[config.mk]
export PLATFORM = sky130hd
export DESIGN_NAME = z80_mailbox
export DESIGN_NICKNAME = d
export VERILOG_FILES = /design/src/rtl/neo_pkg.sv /design/src/rtl/strobe_fall.sv /design/src/rtl/z80_mailbox.sv
export SDC_FILE = /design/constraint.sdc
export NUM_CORES = 1
export LEC_CHECK = 0
export ABC_AREA = 1
export BUFFER_PORTS_ARGS = -buffer_cell sky130_fd_sc_hd__buf_2
export CAP_MARGIN = 20
export CELL_PAD_IN_SITES_DETAIL_PLACEMENT = 0
export CELL_PAD_IN_SITES_GLOBAL_PLACEMENT = 1
export CORE_MARGIN = 2
export CORE_UTILIZATION = 32
export CTS_BUF_LIST = sky130_fd_sc_hd__clkbuf_8 sky130_fd_sc_hd__clkbuf_16
export CTS_CLUSTER_DIAMETER = 40
export DETAILED_ROUTE_END_ITERATION = 6
export PLACE_DENSITY = 0.7
export SLEW_MARGIN = 20
export SYNTH_ARGS = -nofsm -noshare
export SYNTH_HDL_FRONTEND = slang
export SYNTH_HIERARCHICAL = 1
export SYNTH_SLANG_ARGS = --single-unit
[constraint.sdc]
create_clock -name CLK -period 0.9 [get_ports CLK]
set_input_delay 0.045 -clock CLK [delete_from_list [all_inputs] [get_ports CLK]]
set_output_delay 0.045 -clock CLK [all_outputs]
set_load 0.02 [all_outputs]
[src/rtl/neo_pkg.sv]
/*------------------------------------------------------------------
 | neo_pkg -- shared NMI state encoding and reset values for z80_mailbox
 | Rev 1.0
 *------------------------------------------------------------------*/
`default_nettype none

package neo_pkg;

  typedef enum logic [1:0] {
    ST_IDLE    = 2'd0,
    ST_WAIT_EN = 2'd1,
    ST_NMI_ON  = 2'd2
  } nmi_state_t;

  localparam nmi_state_t C_RST_STATE      = ST_IDLE;
  localparam logic [7:0] C_RST_CMD        = 8'h00;
  localparam logic [7:0] C_RST_REPLY      = 8'h00;
  localparam logic       C_RST_FLAG       = 1'b0;
  localparam logic       C_RST_NMI_N      = 1'b1;
  localparam logic       C_RST_STROBE_HIST = 1'b1;

  // Bit positions of each strobe in the top-level strobe vector
  localparam int C_NUM_STROBES = 7;
  localparam int C_EV_SDW      = 0;
  localparam int C_EV_Z80R     = 1;
  localparam int C_EV_Z80CLR   = 2;
  localparam int C_EV_Z80W     = 3;
  localparam int C_EV_RDREPLY  = 4;
  localparam int C_EV_NMI_EN   = 5;
  localparam int C_EV_NMI_DIS  = 6;

  function automatic logic nmi_active(input nmi_state_t s);
    return (s == ST_NMI_ON);
  endfunction

endpackage

`default_nettype wire

[src/rtl/strobe_fall.sv]
/*------------------------------------------------------------------
 | strobe_fall -- registered falling-edge detector for an active-low strobe
 | Rev 1.0
 *------------------------------------------------------------------*/
`default_nettype none

module strobe_fall
  import neo_pkg::*;
(
  input  logic clk,
  input  logic rst,
  input  logic strobe_n,
  output logic fall
);

  logic r_prev;
  logic r_armed;
  logic r_fall;

  // A strobe held low through reset must be seen high before it can fire again
  always_ff @(posedge clk) begin
    if (rst) begin
      r_prev  <= C_RST_STROBE_HIST;
      r_armed <= 1'b0;
      r_fall  <= 1'b0;
    end else begin
      r_prev  <= strobe_n;
      r_armed <= r_armed | strobe_n;
      r_fall  <= r_armed & r_prev & ~strobe_n;
    end
  end

  assign fall = r_fall;

endmodule

`default_nettype wire

[src/rtl/z80_mailbox.sv]
/*------------------------------------------------------------------
 | z80_mailbox -- 68K->Z80 command / Z80->68K reply mailbox with NMI handshake
 | Rev 1.0
 *------------------------------------------------------------------*/
`default_nettype none

module z80_mailbox
  import neo_pkg::*;
(
  input  logic       CLK,
  input  logic       RESET,
  input  logic       nSDW,
  input  logic       nSDRD_REPLY,
  input  logic [7:0] M68K_DATA,
  input  logic       nSDZ80R,
  input  logic       nSDZ80W,
  input  logic       nSDZ80CLR,
  input  logic       nNMI_EN_WR,
  input  logic       nNMI_DIS_WR,
  input  logic [7:0] SDD_IN,
  output logic [7:0] SDD_CMD,
  output logic [7:0] M68K_REPLY,
  output logic       nZ80NMI,
  output logic       CMD_PENDING,
  output logic       REPLY_VALID,
  output logic       OVERRUN
);

  logic [C_NUM_STROBES-1:0] w_strobe_n;
  logic [C_NUM_STROBES-1:0] w_fall;

  assign w_strobe_n[C_EV_SDW]     = nSDW;
  assign w_strobe_n[C_EV_Z80R]    = nSDZ80R;
  assign w_strobe_n[C_EV_Z80CLR]  = nSDZ80CLR;
  assign w_strobe_n[C_EV_Z80W]    = nSDZ80W;
  assign w_strobe_n[C_EV_RDREPLY] = nSDRD_REPLY;
  assign w_strobe_n[C_EV_NMI_EN]  = nNMI_EN_WR;
  assign w_strobe_n[C_EV_NMI_DIS] = nNMI_DIS_WR;

  for (genvar gi = 0; gi < C_NUM_STROBES; gi++) begin : g_strobe
    strobe_fall u_fall (
      .clk      (CLK),
      .rst      (RESET),
      .strobe_n (w_strobe_n[gi]),
      .fall     (w_fall[gi])
    );
  end

  logic w_wr, w_rd, w_clr, w_zw, w_rr, w_en_set, w_en_clr;
  assign w_wr     = w_fall[C_EV_SDW];
  assign w_rd     = w_fall[C_EV_Z80R];
  assign w_clr    = w_fall[C_EV_Z80CLR];
  assign w_zw     = w_fall[C_EV_Z80W];
  assign w_rr     = w_fall[C_EV_RDREPLY];
  assign w_en_set = w_fall[C_EV_NMI_EN];
  assign w_en_clr = w_fall[C_EV_NMI_DIS];

  logic [7:0] r_cmd, w_cmd_next;
  logic [7:0] r_reply, w_reply_next;
  logic       r_pend, w_pend_next;
  logic       r_valid, w_valid_next;
  logic       r_ovr, w_ovr_next;
  logic       r_en, w_en_next;
  logic       w_en_rise;
  logic       r_nmi_n;
  nmi_state_t r_state, w_state_next;

  // Mailbox datapath: a 68K write always beats a same-cycle Z80 read/clear
  always_comb begin
    w_cmd_next   = r_cmd;
    w_pend_next  = r_pend;
    w_ovr_next   = r_ovr;
    w_reply_next = r_reply;
    w_valid_next = r_valid;
    w_en_next    = r_en;

    if (w_wr) begin
      w_cmd_next  = M68K_DATA;
      w_pend_next = 1'b1;
      if (r_pend && !(w_rd || w_clr)) begin
        w_ovr_next = 1'b1;
      end
    end else if (w_clr) begin
      w_cmd_next  = 8'h00;
      w_pend_next = 1'b0;
    end else if (w_rd) begin
      w_pend_next = 1'b0;
    end

    if (w_zw) begin
      w_reply_next = SDD_IN;
      w_valid_next = 1'b1;
    end else if (w_rr) begin
      w_valid_next = 1'b0;
    end

    if (w_en_clr) begin
      w_en_next = 1'b0;
    end else if (w_en_set) begin
      w_en_next = 1'b1;
    end
  end

  assign w_en_rise = w_en_next & ~r_en;

  always_comb begin
    w_state_next = r_state;
    case (r_state)
      ST_IDLE: begin
        if (w_wr) begin
          w_state_next = w_en_next ? ST_NMI_ON : ST_WAIT_EN;
        end else if (w_en_rise && w_pend_next) begin
          w_state_next = ST_NMI_ON;
        end
      end
      ST_WAIT_EN: begin
        // Z80 may poll and consume the command before ever enabling NMI
        if (!w_pend_next) begin
          w_state_next = ST_IDLE;
        end else if (w_en_next) begin
          w_state_next = ST_NMI_ON;
        end
      end
      ST_NMI_ON: begin
        if (!w_en_next || !w_pend_next) begin
          w_state_next = ST_IDLE;
        end
      end
      default: w_state_next = ST_IDLE;
    endcase
  end

  always_ff @(posedge CLK) begin
    if (RESET) begin
      r_state <= C_RST_STATE;
      r_nmi_n <= C_RST_NMI_N;
    end else begin
      r_state <= w_state_next;
      r_nmi_n <= ~nmi_active(w_state_next);
    end
  end

  always_ff @(posedge CLK) begin
    if (RESET) begin
      r_cmd   <= C_RST_CMD;
      r_reply <= C_RST_REPLY;
      r_pend  <= C_RST_FLAG;
      r_valid <= C_RST_FLAG;
      r_ovr   <= C_RST_FLAG;
      r_en    <= C_RST_FLAG;
    end else begin
      r_cmd   <= w_cmd_next;
      r_reply <= w_reply_next;
      r_pend  <= w_pend_next;
      r_valid <= w_valid_next;
      r_ovr   <= w_ovr_next;
      r_en    <= w_en_next;
    end
  end

  assign SDD_CMD     = r_cmd;
  assign M68K_REPLY  = r_reply;
  assign nZ80NMI     = r_nmi_n;
  assign CMD_PENDING = r_pend;
  assign REPLY_VALID = r_valid;
  assign OVERRUN     = r_ovr;

endmodule

`default_nettype wire

==> results of run 1 <==
## how the worst min path moves through the flow
stage	startpoint	endpoint	slack [ps]	depth (start not counted)
6_report	RESET	g_strobe[0].u_fall/r_armed	100	2
5_1_grt	RESET	g_strobe[1].u_fall/r_armed	110	2
4_1_cts	RESET	g_strobe[2].u_fall/r_armed	100	2
3_5_place_dp	nNMI_DIS_WR	g_strobe[6].u_fall/r_prev	260	3
3_3_place_gp	nNMI_DIS_WR	g_strobe[6].u_fall/r_prev	260	3
2_1_floorplan	RESET	REPLY_VALID	110	1
## flip-flops by register name, summed over array words and instances, names as in the netlist
signal	cells
CMD_PENDING	1
M68K_REPLY	8
OVERRUN	1
REPLY_VALID	1
SDD_CMD	8
g_strobe.u_fall/fall	7
g_strobe.u_fall/r_armed	7
g_strobe.u_fall/r_prev	7
nZ80NMI	1
r_en	1
r_state	2
## cell type report
class / instances / area (sq um) / share of cell area
clock buffers: 6 / 82.58 / 0.03644
clock inverters: 2 / 11.26 / 0.004970
inverters: 27 / 101.3 / 0.04473
multi-input cells: 113 / 551.8 / 0.2435
flip-flops and latches: 44 / 888.4 / 0.3920
well taps: 54 / 67.56 / 0.02982
repair buffers: 79 / 563.0 / 0.2485
## logic make-up (layout without fill, tap and decap cells)
group	after synthesis	in the layout	share of synthesized area
compound gates	22	22	0.07521
buf+inv	31	114	0.08099
flops	44	44	0.5818
simple gates	91	91	0.2620
## layout by cell type, fill, tap and decap left out
cell type      Yosys  routed
o21ai_2            1       1
inv_1             17      18
buf_12             0       1
buf_2              2      43
clkinvlp_4         0       1
nand2_2            8       9
a21oi_2            0       4
buf_4              1      10
nand3_1            5       5
o21ai_4            0       1
clkbuf_8           0       6
dlygate4sd3_1      0      23
nand2_1           47      46
buf_6              0       2
a21oi_1           20      16
nand3_2            1       1
nor2_2             9       8
inv_2             10      10
dfxtp_2            0       6
nor2_1            21      20
nor2_4             0       2
dfxtp_1           44      38
## stage by stage
stage          setup slack, ps  instances  utilization
4_1_cts                 -33.18        325       0.4803
3_5_place_dp            -56.50        291       0.4022
5_1_grt                 -113.8        325       0.4895
6_report                -45.30        325       0.4895
3_3_place_gp            -44.87        291       0.4022
2_1_floorplan            23.61        188            -
## power by group
group / internal (W) / switching (W)
Sequential: 0.00202 / 0.0000387
Clock: 0.000612 / 0.000641
Combinational: 0.000218 / 0.000202
## layer usage
| metal | wire length [microns] | GRT usage |
|---|---|---|
| met5 | 0 | 0 |
| met1 | 1427 | 0.1299 |
| met3 | 157 | 0.04558 |
| met2 | 1423 | 0.2141 |
| met4 | 39 | 0.04938 |
## what timing repair did
item,CTS,global route
hold endpoints to repair,36,0
setup endpoints to repair,11,13
pin swaps,4,4
hold buffers,23,0
buffers inserted,3,0
gates resized for setup,6,12
==> reports/results.txt, run 1 <==
DRC viols: 0
Area delta synth->final: 49.67%
Ys async rst share: 0
Worst setup EP type: flip-flop
Critical Path Source Type: flip-flop
Worst Setup SP: g_strobe[2].u_fall/fall
CP endpoint: SDD_CMD[2]
Worst min path class: in2reg
Fin Clk Skew: 7.051 ps
Worst-path clk slew: 80 ps
CP required: 1130 ps
Cell Area, Placed: 1862 sq um
Cts bufs inserted: 5
Num rows: 25
CP max stage cell: dfxtp_2
Outcome: finished, violations left
Layout cells sized above 1: 0.3875
Via count: 1,328
Number of fill cells in the layout: 453
I/O pin count: 45
Synth area leaders: dfxtp_1 (58%), nand2_1 (12%), a21oi_1 (6.6%)
Library cells used by synthesis: 15
Initial antenna violation count: 0
Final hold violation count: 0
Ys Warns: 6
Final wirelength: 3.047 mm
Reg2Reg Depth: 4
Total Neg Setup Slack: -236.7 ps
Mapped Nets: 213
DRT antenna net count: 0
Root Driver: clkbuf_8
Initial core utilization: 0.3270
Violated checks: negative setup slack
Relative slew margins: 0.8061
Total clock sinks: 44
Crit. path cell count: 4
Reg2Reg Setup Slack: -50 ps
Data arrival, critical path: 1170 ps
Die Wd: 72.78 microns
CP bufs+invs: 1
Starting DRT DRC Count: 56
RSZ-0062 raised after global routing: yes
Die area: 5297 sq um
Most common cell in the netlist: nand2_1
Crit path kind: reg2reg
Worst-margin pin slew: 290.8 ps
Vias per std cell: 4.086
GRT Overall Usage: 0.1214
Vert. Die Dim: 72.78 microns
Min Tclk post-route: 945.3 ps
Fin worst setup slack: -45.30 ps
VDD IR max: 0.001023 V
Maximum clock insertion buffer count: 2
Worst reg2reg endpoint: SDD_CMD[2]
# diodes: 0
Synth cell count leaders: nand2_1 (47), dfxtp_1 (44), nor2_1 (21)
Max Cap Viol: 0
Leak Pwr: 1.045 nW
Worst r2r src: g_strobe[2].u_fall/fall
Mapped Area: 1514 sq um
Slowest Stage Delay on Critical Path: 340 ps
Top-area cell type share of the netlist area: 0.5818
Gpl congestion: 0.7343
# setup viols final: 10
DP HPWL: 1.960 mm
Crit path max-delay family: flip-flops
I/O Buffers: 44
Nets: 295
Achievable frequency: 1058 MHz
CTS tree: done
Mapped Cells: 188
Hold WS: 101.6 ps
Vias in the first global route: 1,215
Main synth FF type: dfxtp_1
GR Overflow Total: 0
Drt first pass iters: 4
PwrDens: 1648 nW/um^2
Pin count of the biggest net entering global routing: 15
Wire length per cell: 9.375 microns
First-pass GRT wire length: 4.912 mm
Fin crit share: 1.050
Largest area contributor in the netlist: dfxtp_1
H-tree depth: 2
#FFs+latches synth: 44
Core Region: 4629 sq um
Final Instance Area: 2266 sq um
Crit-path cells: buf_6, nor2_4, nand2_1, a21oi_2
Clock Latency Late Sink: 290 ps
Slew Limit Fails: 0
Power Total: 0.003735 W
CP Max Fanout: 8
Post-synth EDFFs: 0
Syn Area/Cell: 8.053 sq um
Seq/Total Area, Yosys: 0.5818
Power figures use the tool's default switching activity.
==> run 2, diff against run 1 <==
Settings changed: RECOVER_POWER set to 100.
==> run 2 against run 1 <==
The flow still finishes with violations (negative setup slack). Critical path depth unchanged. Hold slack gained 1.4 ps. Maximum frequency about the same. Non-clock buffer count unchanged. Sequential share of layout area up 0.46 points. Worst setup slack is essentially flat. Design area is 1.2% lower. Critical endpoint unchanged. Largest cell class unchanged.
==> reports/results.txt, run 2 (synthesis gave the netlist of run 1 again) <==
Post-Layout Cell Count: 325 (unchanged)
DRT antenna net count: 0 (unchanged)
# setup viols final: 10 (unchanged)
Placed insts: 291 (unchanged)
Wire length per cell: 9.412 microns (+0.39%)
Total clock sinks: 44 (unchanged)
Crit path max-delay family: flip-flops
Worst-margin pin slew: 293.9 ps (+3.065 ps)
Worst r2r src: g_strobe[2].u_fall/fall
Achievable frequency: 1058 MHz (about the same)
Max Cap Viol: 0 (unchanged)
Gpl congestion: 0.7343 (unchanged)
Die area: 5297 sq um (unchanged)
Worst-path clk slew: 80 ps (about the same)
Fin crit share: 1.050 (about the same)
Layout cells sized above 1: 0.3321 (-0.05535)
Relative slew margins: 0.8041 (-0.002043)
Root Driver: clkbuf_8
Final wirelength: 3.059 mm (+0.39%)
Clock Latency Late Sink: 290 ps (about the same)
Cts bufs inserted: 5 (unchanged)
Core Region: 4629 sq um (unchanged)
Num rows: 25 (unchanged)
Min Tclk post-route: 945.1 ps (-0.2216 ps)
Worst min path class: in2reg
Worst setup EP type: flip-flop
Initial antenna violation count: 0 (unchanged)
I/O Buffers: 44 (unchanged)
Via count: 1,328 (unchanged)
Pin count of the biggest net entering global routing: 15 (unchanged)
Final Instance Area: 2240 sq um (-1.2%)
Vias per std cell: 4.086 (unchanged)
Area delta synth->final: 47.93%
Slowest Stage Delay on Critical Path: 340 ps (about the same)
H-tree depth: 2 (unchanged)
Commonest non-fill, non-tap cell in the layout: nand2_1
DP HPWL: 1.960 mm (unchanged)
GR Overflow Total: 0 (unchanged)
Starting DRT DRC Count: 57 (+1.8%)
Slew Limit Fails: 0 (unchanged)
Drt first pass iters: 4 (unchanged)
DRC viols: 0 (unchanged)
# diodes: 0 (unchanged)
Vias in the first global route: 1,215 (unchanged)
Fin Clk Skew: 7.365 ps (+0.3137 ps)
Critical Path Source Type: flip-flop
Maximum clock insertion buffer count: 2 (unchanged)
Hold WS: 103.0 ps (+1.392 ps)
Data arrival, critical path: 1170 ps (about the same)
Outcome: finished, violations left
Die Wd: 72.78 microns (unchanged)
First-pass GRT wire length: 4.912 mm (unchanged)
Cell Area, Placed: 1862 sq um (unchanged)
PwrDens: 1662 nW/um^2 (+0.87%)
CTS tree: done
Vert. Die Dim: 72.78 microns (unchanged)
CP required: 1130 ps (about the same)
CP Max Fanout: 8 (unchanged)
RSZ-0062 raised after global routing: yes
Most frequent cells in the layout: nand2_1 (52), dfxtp_1 (38), buf_2 (35), dlygate4sd3_1 (23), nor2_1 (21)
VDD IR max: 0.001017 V (-0.64%)
Total Neg Setup Slack: -239.7 ps (-3.076 ps)
Crit-path cells: buf_6, nor2_4, nand2_1, a21oi_2
Initial core utilization: 0.3270 (unchanged)
Nets: 295 (unchanged)
GRT Overall Usage: 0.1214 (unchanged)
Fin worst setup slack: -45.08 ps (+0.2216 ps)
CP bufs+invs: 1 (unchanged)
Violated checks: negative setup slack
Worst Hold Launch: RESET
Crit path kind: reg2reg
Final hold violation count: 0 (unchanged)
CP max stage cell: dfxtp_2
Worst Setup SP: g_strobe[2].u_fall/fall
I/O pin count: 45 (unchanged)
Leak Pwr: 1.025 nW (-1.9%)
run 2: cell count changes in the layout (fill, tap and decap cells not counted), moves of 6 or more:
cell	change
buf_2	-8
nand2_2	-6
clkbuf_1	+7
nand2_1	+6
run 2: layer usage:
| metal | GRT usage | wire, microns | part of all wire | vias to the layer above |
|---|---|---|---|---|
| met4 | 0.04938 | 39 | 0.013 | 0 |
| li1 | - | - | - | 725 |
| met3 | 0.04558 | 157 | 0.051 | 4 |
| met1 | 0.1299 | 1445 | 0.47 | 569 |
| met5 | 0 | 0 | 0 | - |
| met2 | 0.2141 | 1417 | 0.46 | 30 |
run 2: through the flow:
step	utilization	power (W)	setup slack (ps)
final	0.4838	0.003723	-45.08
after floorplan	-	0.002277	23.61
after global placement	0.4022	0.002421	-44.87
after global routing	0.4838	0.003914	-113.8
after detailed placement	0.4022	0.002423	-56.50
after CTS	0.4803	0.003789	-33.18
run 2: worst register-to-register path, delay by kind of cell (launching register included):
family	cells	cell delay, ps
flops	1	340
simple gates	2	300
compound gates	1	120
buf+inv	1	120
run 2: layout make-up:
class	instances	area, sq um
repair buffers	79	554.3
clock buffers	6	82.58
multi-input cells	113	534.3
flip-flops and latches	44	888.4
inverters	27	101.3
clock inverters	2	11.26
fillers	465	2390
well taps	54	67.56
run 2: final timing paths:
kind / slack [ps] / endpoint / depth (start not counted)
setup / recovery: -50 / SDD_CMD[2] / 4
hold / removal: 100 / g_strobe[0].u_fall/r_armed / 2
setup reg to reg: -50 / SDD_CMD[2] / 4
hold reg to reg: 430 / g_strobe[6].u_fall/fall / 2
run 2: power by group:
group	internal (W)	leakage, nW	switching (W)
sequential	0.00202	0.363	0.0000385
combinational	0.000211	0.614	0.000197
clock	0.000612	0.0486	0.000642
total	0.00285	1.03	0.000878
run 2: timing repair:
| item | CTS | global route |
|---|---|---|
| resized for setup | 6 | 12 |
| pin swaps | 4 | 4 |
| setup endpoints to repair | 11 | 13 |
| hold buffers | 23 | 0 |
| endpoints found under the hold margin | 36 | 0 |
| buffers inserted | 3 | 0 |
